$ cat src/rtl/nn_pkg.sv
// rtl/nn_pkg.sv - shared state encoding and default sizes for the output classifier
package nn_pkg;

  localparam int DEF_ALU_WIDTH  = 12;
  localparam int DEF_OUTPUT_LEN = 10;
  localparam int DEF_IDX_WIDTH  = 4;

  typedef enum logic [1:0] {
    IDLE    = 2'd0,
    COLLECT = 2'd1,
    REPORT  = 2'd2
  } state_e;

endpackage

$ cat src/rtl/argmax_tracker.sv
// rtl/argmax_tracker.sv - running best score/index with strict signed compare
module argmax_tracker #(
  parameter int ALU_WIDTH = 12,
  parameter int IDX_WIDTH = 4
) (
  input  logic                 clk,
  input  logic                 rst,
  input  logic                 clear,
  input  logic                 valid,
  input  logic                 load_first,
  input  logic [ALU_WIDTH-1:0] score,
  input  logic [IDX_WIDTH-1:0] idx,
  output logic [ALU_WIDTH-1:0] best_score,
  output logic [IDX_WIDTH-1:0] best_idx
);

  logic [ALU_WIDTH-1:0] best_score_q, best_score_d;
  logic [IDX_WIDTH-1:0] best_idx_q, best_idx_d;

  // Strict greater-than keeps the lowest index on ties.
  always_comb begin
    best_score_d = best_score_q;
    best_idx_d   = best_idx_q;
    if (clear) begin
      best_score_d = '0;
      best_idx_d   = '0;
    end else if (valid && (load_first || ($signed(score) > $signed(best_score_q)))) begin
      best_score_d = score;
      best_idx_d   = idx;
    end
  end

  always_ff @(posedge clk) begin
    if (rst) begin
      best_score_q <= '0;
      best_idx_q   <= '0;
    end else begin
      best_score_q <= best_score_d;
      best_idx_q   <= best_idx_d;
    end
  end

  assign best_score = best_score_q;
  assign best_idx   = best_idx_q;

endmodule

$ cat src/rtl/output_classifier.sv
// rtl/output_classifier.sv - argmax over final-layer neurons with valid/ready result
// Optional per-neuron score buffer with rd_idx/rd_score ports: OUTPUT_CLASSIFIER_SCORE_BUF_EN.
module output_classifier
  import nn_pkg::*;
#(
  parameter int ALU_WIDTH  = DEF_ALU_WIDTH,
  parameter int OUTPUT_LEN = DEF_OUTPUT_LEN,
  parameter int IDX_WIDTH  = DEF_IDX_WIDTH
) (
  input  logic                 clk,
  input  logic                 rst,
  input  logic                 start,
  input  logic                 in_valid,
  input  logic [ALU_WIDTH-1:0] in_score,
  input  logic                 in_act,
  output logic                 result_valid,
  input  logic                 result_ready,
  output logic [IDX_WIDTH-1:0] result_class,
  output logic [ALU_WIDTH-1:0] result_score,
  output logic [IDX_WIDTH-1:0] result_act_cnt,
  output logic                 overflow
`ifdef OUTPUT_CLASSIFIER_SCORE_BUF_EN
  ,
  input  logic [IDX_WIDTH-1:0] rd_idx,
  output logic [ALU_WIDTH-1:0] rd_score
`endif
);

  state_e               state_q, state_d;
  logic [IDX_WIDTH-1:0] cnt_q, cnt_d;
  logic [IDX_WIDTH-1:0] act_cnt_q, act_cnt_d;
  logic                 overflow_q, overflow_d;
  logic                 result_valid_q, result_valid_d;
  logic                 accept_start;
  logic                 strobe;

  // A start in REPORT only counts when it rides along with the handshake.
  assign accept_start = start && ((state_q != REPORT) || result_ready);
  assign strobe       = (state_q == COLLECT) && in_valid && !start;

  always_comb begin
    state_d        = state_q;
    cnt_d          = cnt_q;
    act_cnt_d      = act_cnt_q;
    overflow_d     = overflow_q;
    result_valid_d = result_valid_q;

    case (state_q)
      IDLE: begin
        if (start) state_d = COLLECT;
      end
      COLLECT: begin
        if (strobe) begin
          act_cnt_d = act_cnt_q + IDX_WIDTH'(in_act);
          if (cnt_q == IDX_WIDTH'(OUTPUT_LEN - 1)) begin
            cnt_d          = '0;
            state_d        = REPORT;
            result_valid_d = 1'b1;
          end else begin
            cnt_d = cnt_q + 1'b1;
          end
        end
      end
      REPORT: begin
        if (result_ready) begin
          result_valid_d = 1'b0;
          state_d        = start ? COLLECT : IDLE;
        end
      end
      default: state_d = IDLE;
    endcase

    if (accept_start) begin
      cnt_d      = '0;
      act_cnt_d  = '0;
      overflow_d = 1'b0;
    end else if (in_valid && (state_q != COLLECT)) begin
      overflow_d = 1'b1;
    end
  end

  always_ff @(posedge clk) begin
    if (rst) begin
      state_q        <= IDLE;
      cnt_q          <= '0;
      act_cnt_q      <= '0;
      overflow_q     <= 1'b0;
      result_valid_q <= 1'b0;
    end else begin
      state_q        <= state_d;
      cnt_q          <= cnt_d;
      act_cnt_q      <= act_cnt_d;
      overflow_q     <= overflow_d;
      result_valid_q <= result_valid_d;
    end
  end

  // Tracker registers double as the result fields: frozen outside COLLECT until the next start.
  argmax_tracker #(
    .ALU_WIDTH (ALU_WIDTH),
    .IDX_WIDTH (IDX_WIDTH)
  ) u_argmax (
    .clk        (clk),
    .rst        (rst),
    .clear      (accept_start),
    .valid      (strobe),
    .load_first (cnt_q == '0),
    .score      (in_score),
    .idx        (cnt_q),
    .best_score (result_score),
    .best_idx   (result_class)
  );

  assign result_valid   = result_valid_q;
  assign result_act_cnt = act_cnt_q;
  assign overflow       = overflow_q;

`ifdef OUTPUT_CLASSIFIER_SCORE_BUF_EN
  logic [ALU_WIDTH-1:0] buf_q [OUTPUT_LEN];
  logic [ALU_WIDTH-1:0] buf_d [OUTPUT_LEN];

  always_comb begin
    buf_d = buf_q;
    if (strobe) buf_d[cnt_q] = in_score;
  end

  // Deliberately not cleared on start so earlier scores stay readable.
  always_ff @(posedge clk) begin
    if (rst) begin
      for (int i = 0; i < OUTPUT_LEN; i++) buf_q[i] <= '0;
    end else begin
      buf_q <= buf_d;
    end
  end

  assign rd_score = (rd_idx < IDX_WIDTH'(OUTPUT_LEN)) ? buf_q[rd_idx] : '0;
`endif

endmodule

$ cat config.mk
export PLATFORM = sky130hd
export DESIGN_NAME = output_classifier
export DESIGN_NICKNAME = d
export VERILOG_FILES = /design/src/rtl/nn_pkg.sv /design/src/rtl/argmax_tracker.sv /design/src/rtl/output_classifier.sv
export SDC_FILE = /design/constraint.sdc
export NUM_CORES = 1
export LEC_CHECK = 0
export CORE_MARGIN = 5
export CORE_UTILIZATION = 46
export CTS_BUF_LIST = sky130_fd_sc_hd__clkbuf_8 sky130_fd_sc_hd__clkbuf_16
export DETAILED_ROUTE_END_ITERATION = 8
export PLACE_DENSITY = 0.76
export SLEW_MARGIN = 20
export SYNTH_ARGS = -nofsm -noshare
export SYNTH_HDL_FRONTEND = slang
export SYNTH_SLANG_ARGS = --single-unit
export TNS_END_PERCENT = 30
$ cat constraint.sdc
create_clock -name clk -period 1.8 [get_ports clk]
set_input_delay 0.36 -clock clk [delete_from_list [all_inputs] [get_ports clk]]
set_output_delay 0.36 -clock clk [all_outputs]
set_load 0.005 [all_outputs]
==> impl_metrics.tcl, run 1 <==
set metrics [dict create \
    worst_slack_ps -147 \
    cp_max_fo 7 \
    detail-route-antenna-nets 0 \
    htreeDepth 1 \
    drt_iter0_drc 110 \
    dpl_worst_slack_ps -564 \
    yosysSeqAreaShare 0.298 \
    drt-wirelength-per-cell_um 16.8 \
    die-area_um2 5470 \
    numPortBuffers 39 \
    grt_max_degree 24 \
    clock_skew_ps 4.33 \
    max_slew.worst_pin.slew_ps 346 \
    setup_viol 16 \
    post-route-util 0.721 \
    start_util 0.474 \
    cp-end-kind "flip-flop" \
    fp.dieW_um 73.9 \
    synth-edff-count 0 \
    synthCells 216 \
    async_reset_ff_frac 0 \
    finalCritPeriodShare 1.08 \
    syn_area_um2 1880 \
    ys_top_cells_by_area "dfxtp_1, o211ai_1, ha_1" \
    yosys_warnings 0 \
    cts-buffers-inserted 3 \
    synth.top_cell.area_share 0.298 \
    instances_no_fill 340 \
    slew_viol_final 0 \
    num-nets-final 323 \
    grt_pass1_vias 1959 \
    finalCriticalPeriod_ps 1950 \
    synth_seq_cells 28 \
    crit_family "compound AO/OA/AOI/OAI gates" \
    fmax_mhz 514 \
    violations "negative setup slack" \
    post_synth_num_cell_types 44 \
    holdWs_ps 489 \
    dp_hpwl_um 3790 \
    row_count 23 \
    grt_remaining_overflow 0 \
    grt_usage 0.211 \
    num_io_pins 40 \
    path_cells "inv_2, ha_4, nand4_1, buf_4, o31a_1, buf_6, nand3_1, o211ai_1" \
    cts_tree "done" \
    cap_violations 0 \
    slowest_stage "dfxtp_2" \
    dpl.cell_count 330 \
    drive_above_1_share 0.359 \
    finalPower_mw 1.53 \
    gp_congestion 0.865 \
    root_buffer "clkbuf_8" \
    slowest_delay_ps 360 \
    n_fill_cell 293 \
    grt_pass1_wl_um 9070 \
    dr.pass1.iters 4 \
    drc_errors 0 \
    power_density_nw_per_um2 534 \
    crit_type "reg2reg" \
    synth_top_area_cell "dfxtp_1" \
    die_h_um 73.9 \
    clockBufferDepth 2 \
    vias 2016 \
    crit_buf_inv 3 \
    clkTransAtPathRegs_ps 110 \
    cts.sinks 28 \
    hold_viol 0 \
    start_kind "flip-flop" \
    fp.coreArea_um2 3970 \
    syn_avg_cell_area_um2 8.71 \
    drt_wl_total_um 5720 \
    area_delta_synth_final_pct 52.2 \
    outcome "complete, but fails checks" \
    hp-class "reg2reg" \
    synthesis.nets 248 \
    rsz0062_at_grt "true" \
    vias_per_cell 5.93 \
    antennaDiodeCount 0 \
    ys.flop_type "dfxtp_1" \
    cts_hold_buf 0 \
    ir_worst_vdd_v 0.000442 \
    antenna_found_initial 0 \
    p_leak_nw 1.00 \
    worstPathRequired_ps 1960 \
    max_slew_margin 0.767 \
    worstSkewPairLatency_ps 290 \
    crit_arrival_ps 2100 \
]
state kept, by name (all words and copies together), names as in the netlist:
signal               cells
u_argmax.best_idx        4
cnt_q                    4
overflow                 1
u_argmax.best_score     12
result_act_cnt           4
state_q                  2
result_valid             1
per-stage QoR:
stage	TNS, ps	area (µm²)
4_1_cts	0	2760
2_1_floorplan	0	1880
3_5_place_dp	-9100	2570
6_report	-1300	2860
5_1_grt	-2660	2860
3_3_place_gp	-8570	2570
final timing paths:
kind / startpoint / to / slack [ps] / cells past startpoint
max: u_argmax.best_score[11] / u_argmax.best_score[8] / -150 / 8
max reg2reg: u_argmax.best_score[11] / u_argmax.best_score[8] / -150 / 8
min reg2reg: u_argmax.best_idx[1] / u_argmax.best_idx[1] / 490 / 2
min: u_argmax.best_idx[1] / u_argmax.best_idx[1] / 490 / 2
timing repair:
item                                   4_1_cts  5_1_grt
pin swaps                                   25       18
resized for setup                           41       19
endpoints found under the hold margin        0        0
setup buffers                                1        5
setup endpoints to repair                   16       16
Yosys cell counts, types with 3 or more instances:
cell	instances
dfxtp_1	28
o211ai_1	27
nand3_1	17
ha_1	14
inv_1	14
a32oi_1	12
nand2_1	11
nor3_2	11
buf_2	10
nor2_1	10
a21oi_1	8
mux2i_1	6
nand4_1	4
a21o_1	3
buf_6	3
nand2b_1	3
o21ai_1	3
xor2_1	3
power breakdown:
group | switching (mW) | internal (mW)
combinational | 0.190 | 0.181
clock | 0.220 | 0.298
sequential | 0.00881 | 0.631
layer usage:
layer,up-vias,wire length (µm),track usage
li1,964,-,-
met1,958,2460,0.270
met2,85,2760,0.364
met3,9,383,0.0230
met4,0,109,0.0825
met5,-,0,0
cell usage in the layout (no fill, tap or decap), types with 7 or more instances in the layout:
master,instances
buf_4,42
nor3_2,10
clkdlybuf4s50_1,26
o211ai_1,27
dfxtp_1,18
nor2_1,10
ha_1,7
dlygate4sd2_1,11
dfxtp_2,10
inv_1,8
nand2_1,11
a32oi_1,12
nand3_1,11
worst min-delay path, cell delays in order, from the launching register on:
cell	delay, ps
dfxtp_1	330
nand3_1	60
mux2i_1	60
final cells by class:
class | instances | area [µm²] | area share
clock buffer | 3 | 41.3 | 0.0144
clock inverter | 1 | 30.0 | 0.0105
inverter | 14 | 52.6 | 0.0184
multi-input combinational | 158 | 1340 | 0.467
sequential | 28 | 573 | 0.200
tap | 50 | 62.6 | 0.0219
timing repair buffer | 86 | 767 | 0.268
cells by family after synthesis:
group	share of synthesized area
xor gates and xnor gates	0.0186
adders and majority gates	0.0931
muxes	0.0319
buffers and inverters	0.0805
AOI/OAI and AO/OA	0.254
and+or+nand+nor	0.224
DFF	0.298
(Power assumes the default switching activity.)
==> run 2, diff against run 1 <==
--- a/config.mk
+++ b/config.mk
@@ -5,11 +5,12 @@
 export SDC_FILE = /design/constraint.sdc
 export NUM_CORES = 1
 export LEC_CHECK = 0
-export CORE_MARGIN = 5
+export CORE_MARGIN = 1
 export CORE_UTILIZATION = 46
 export CTS_BUF_LIST = sky130_fd_sc_hd__clkbuf_8 sky130_fd_sc_hd__clkbuf_16
 export DETAILED_ROUTE_END_ITERATION = 8
 export PLACE_DENSITY = 0.76
+export REMOVE_ABC_BUFFERS = 1
 export SLEW_MARGIN = 20
 export SYNTH_ARGS = -nofsm -noshare
 export SYNTH_HDL_FRONTEND = slang
==> run 2 against run 1 <==
  * The run still ends with negative setup slack left
  * Combinational power increased by 7.0%
  * Largest power group unchanged
  * Critical endpoint is now u_argmax.best_score[1]
  * Cell area increased by 2.7%
  * Flip-flop and latch count unchanged
  * First-iteration DRC count increased by 14%
  * Count of clock-buffer cells in the layout increased by 1
==> impl_metrics.tcl, run 2 (synthesis results as in run 1) <==
set metrics [dict create \
    worstSkewPairLatency_ps 280 \
    max_slew.worst_pin.slew_ps 356 \
    dr.pass1.iters 5 \
    final_cell_mix "buf_4, o211ai_1, clkdlybuf4s50_1, dfxtp_1" \
    fmax_mhz 519 \
    die-area_um2 4350 \
    slowest_delay_ps 370 \
    crit_family "compound AO/OA/AOI/OAI gates" \
    cts-buffers-inserted 3 \
    gp_congestion 0.828 \
    antenna_found_initial 0 \
    start_kind "flip-flop" \
    grt_pass1_wl_um 8980 \
    drt_iter0_drc 125 \
    setup_viol 16 \
    crit_type "reg2reg" \
    grt_usage 0.269 \
    worstPathRequired_ps 1960 \
    clockBufferDepth 2 \
    drt_wl_total_um 5580 \
    max_slew_margin 0.761 \
    fp.coreArea_um2 3800 \
    num-nets-final 336 \
    htreeDepth 1 \
    drive_above_1_share 0.389 \
    worst_slack_ps -126 \
    fp.dieW_um 65.9 \
    hold_viol 0 \
    drc_errors 0 \
    die_h_um 65.9 \
    post-route-util 0.774 \
    cts_hold_buf 0 \
    cap_violations 0 \
    violations "negative setup slack" \
    n_fill_cell 276 \
    slowest_stage "o31a_1" \
    power_density_nw_per_um2 487 \
    drt-wirelength-per-cell_um 15.9 \
    grt_remaining_overflow 0 \
    crit_arrival_ps 2090 \
    start_util 0.495 \
    p_leak_nw 1.05 \
    largest_reg_flops 12 \
    finalCriticalPeriod_ps 1930 \
    grt_max_degree 21 \
    path_cells "inv_2, ha_4, nand4_1, buf_4, o31a_1, buf_6, nand3_2, o211ai_1" \
    ir_worst_vdd_v 0.000296 \
    vias_per_cell 5.95 \
    cts_tree "done" \
    crit_buf_inv 3 \
    final_common_cell "buf_4" \
    hp-class "reg2reg" \
    slew_viol_final 0 \
    finalCritPeriodShare 1.07 \
    clock_skew_ps 8.25 \
    dp_hpwl_um 3640 \
    vias 2088 \
    cts.sinks 28 \
    antennaDiodeCount 0 \
    grt_pass1_vias 1939 \
    row_count 22 \
    rsz0062_at_grt "true" \
    detail-route-antenna-nets 0 \
    outcome "complete, but fails checks" \
    numPortBuffers 39 \
    num_io_pins 40 \
    cp_max_fo 6 \
    clkTransAtPathRegs_ps 100 \
    cp-end-kind "flip-flop" \
    finalPower_mw 1.43 \
    holdWs_ps 477 \
    root_buffer "clkbuf_8" \
    area_delta_synth_final_pct 56.4 \
]
run 2: power breakdown:
group          switching, mW  internal (mW)
Combinational          0.195          0.203
Sequential           0.00814          0.631
Clock                  0.201          0.196
run 2: cell type report:
| cell class | instances | area, µm² | share of cell area |
|---|---|---|---|
| flip-flops and latches | 28 | 572 | 0.194 |
| clock buffers | 4 | 55.1 | 0.0187 |
| multi-input cells | 158 | 1330 | 0.453 |
| well taps | 48 | 60.1 | 0.0204 |
| repair buffers | 99 | 870 | 0.296 |
| inverters | 14 | 52.6 | 0.0179 |
run 2: final timing paths:
kind	startpoint	endpoint	slack, ps	cells after the start
setup / recovery	u_argmax.best_score[11]	u_argmax.best_score[1]	-130	8
setup reg to reg	u_argmax.best_score[11]	u_argmax.best_score[1]	-130	8
hold / removal	u_argmax.best_idx[0]	u_argmax.best_idx[0]	480	2
hold reg to reg	u_argmax.best_idx[0]	u_argmax.best_idx[0]	480	2
run 2: routing by layer:
metal,part of all wire,track usage,routed length (µm),up-vias
met1,0.43,0.346,2430,991
li1,-,-,-,998
met4,0.012,0.0665,67,0
met3,0.069,0.0310,384,14
met2,0.48,0.473,2710,85
met5,0,0,0,-
run 2: repair_timing:
item | in CTS | in global routing
gates cloned | 1 | 0
pin swaps | 28 | 12
gates resized for setup | 50 | 10
endpoints found under the setup margin | 16 | 16
setup buffers | 9 | 2
run 2: metrics by stage:
| stage | TNS [ps] | cell area [µm²] | cells | setup WS (ps) |
|---|---|---|---|---|
| final | -1730 | 2940 | 351 | -126 |
| after global routing | -2840 | 2940 | 351 | -204 |
| after CTS | -189 | 2880 | 349 | -25.6 |
| after detailed placement | -10760 | 2620 | 335 | -661 |
| after global placement | -9700 | 2620 | 335 | -595 |
| after floorplan | -2770 | 1780 | 200 | -235 |
run 2: tightest hold or removal path, cell delays in order, from the launching register on:
cell and delay [ps]:
dfxtp_1 320, nand3_1 60, mux2i_1 60
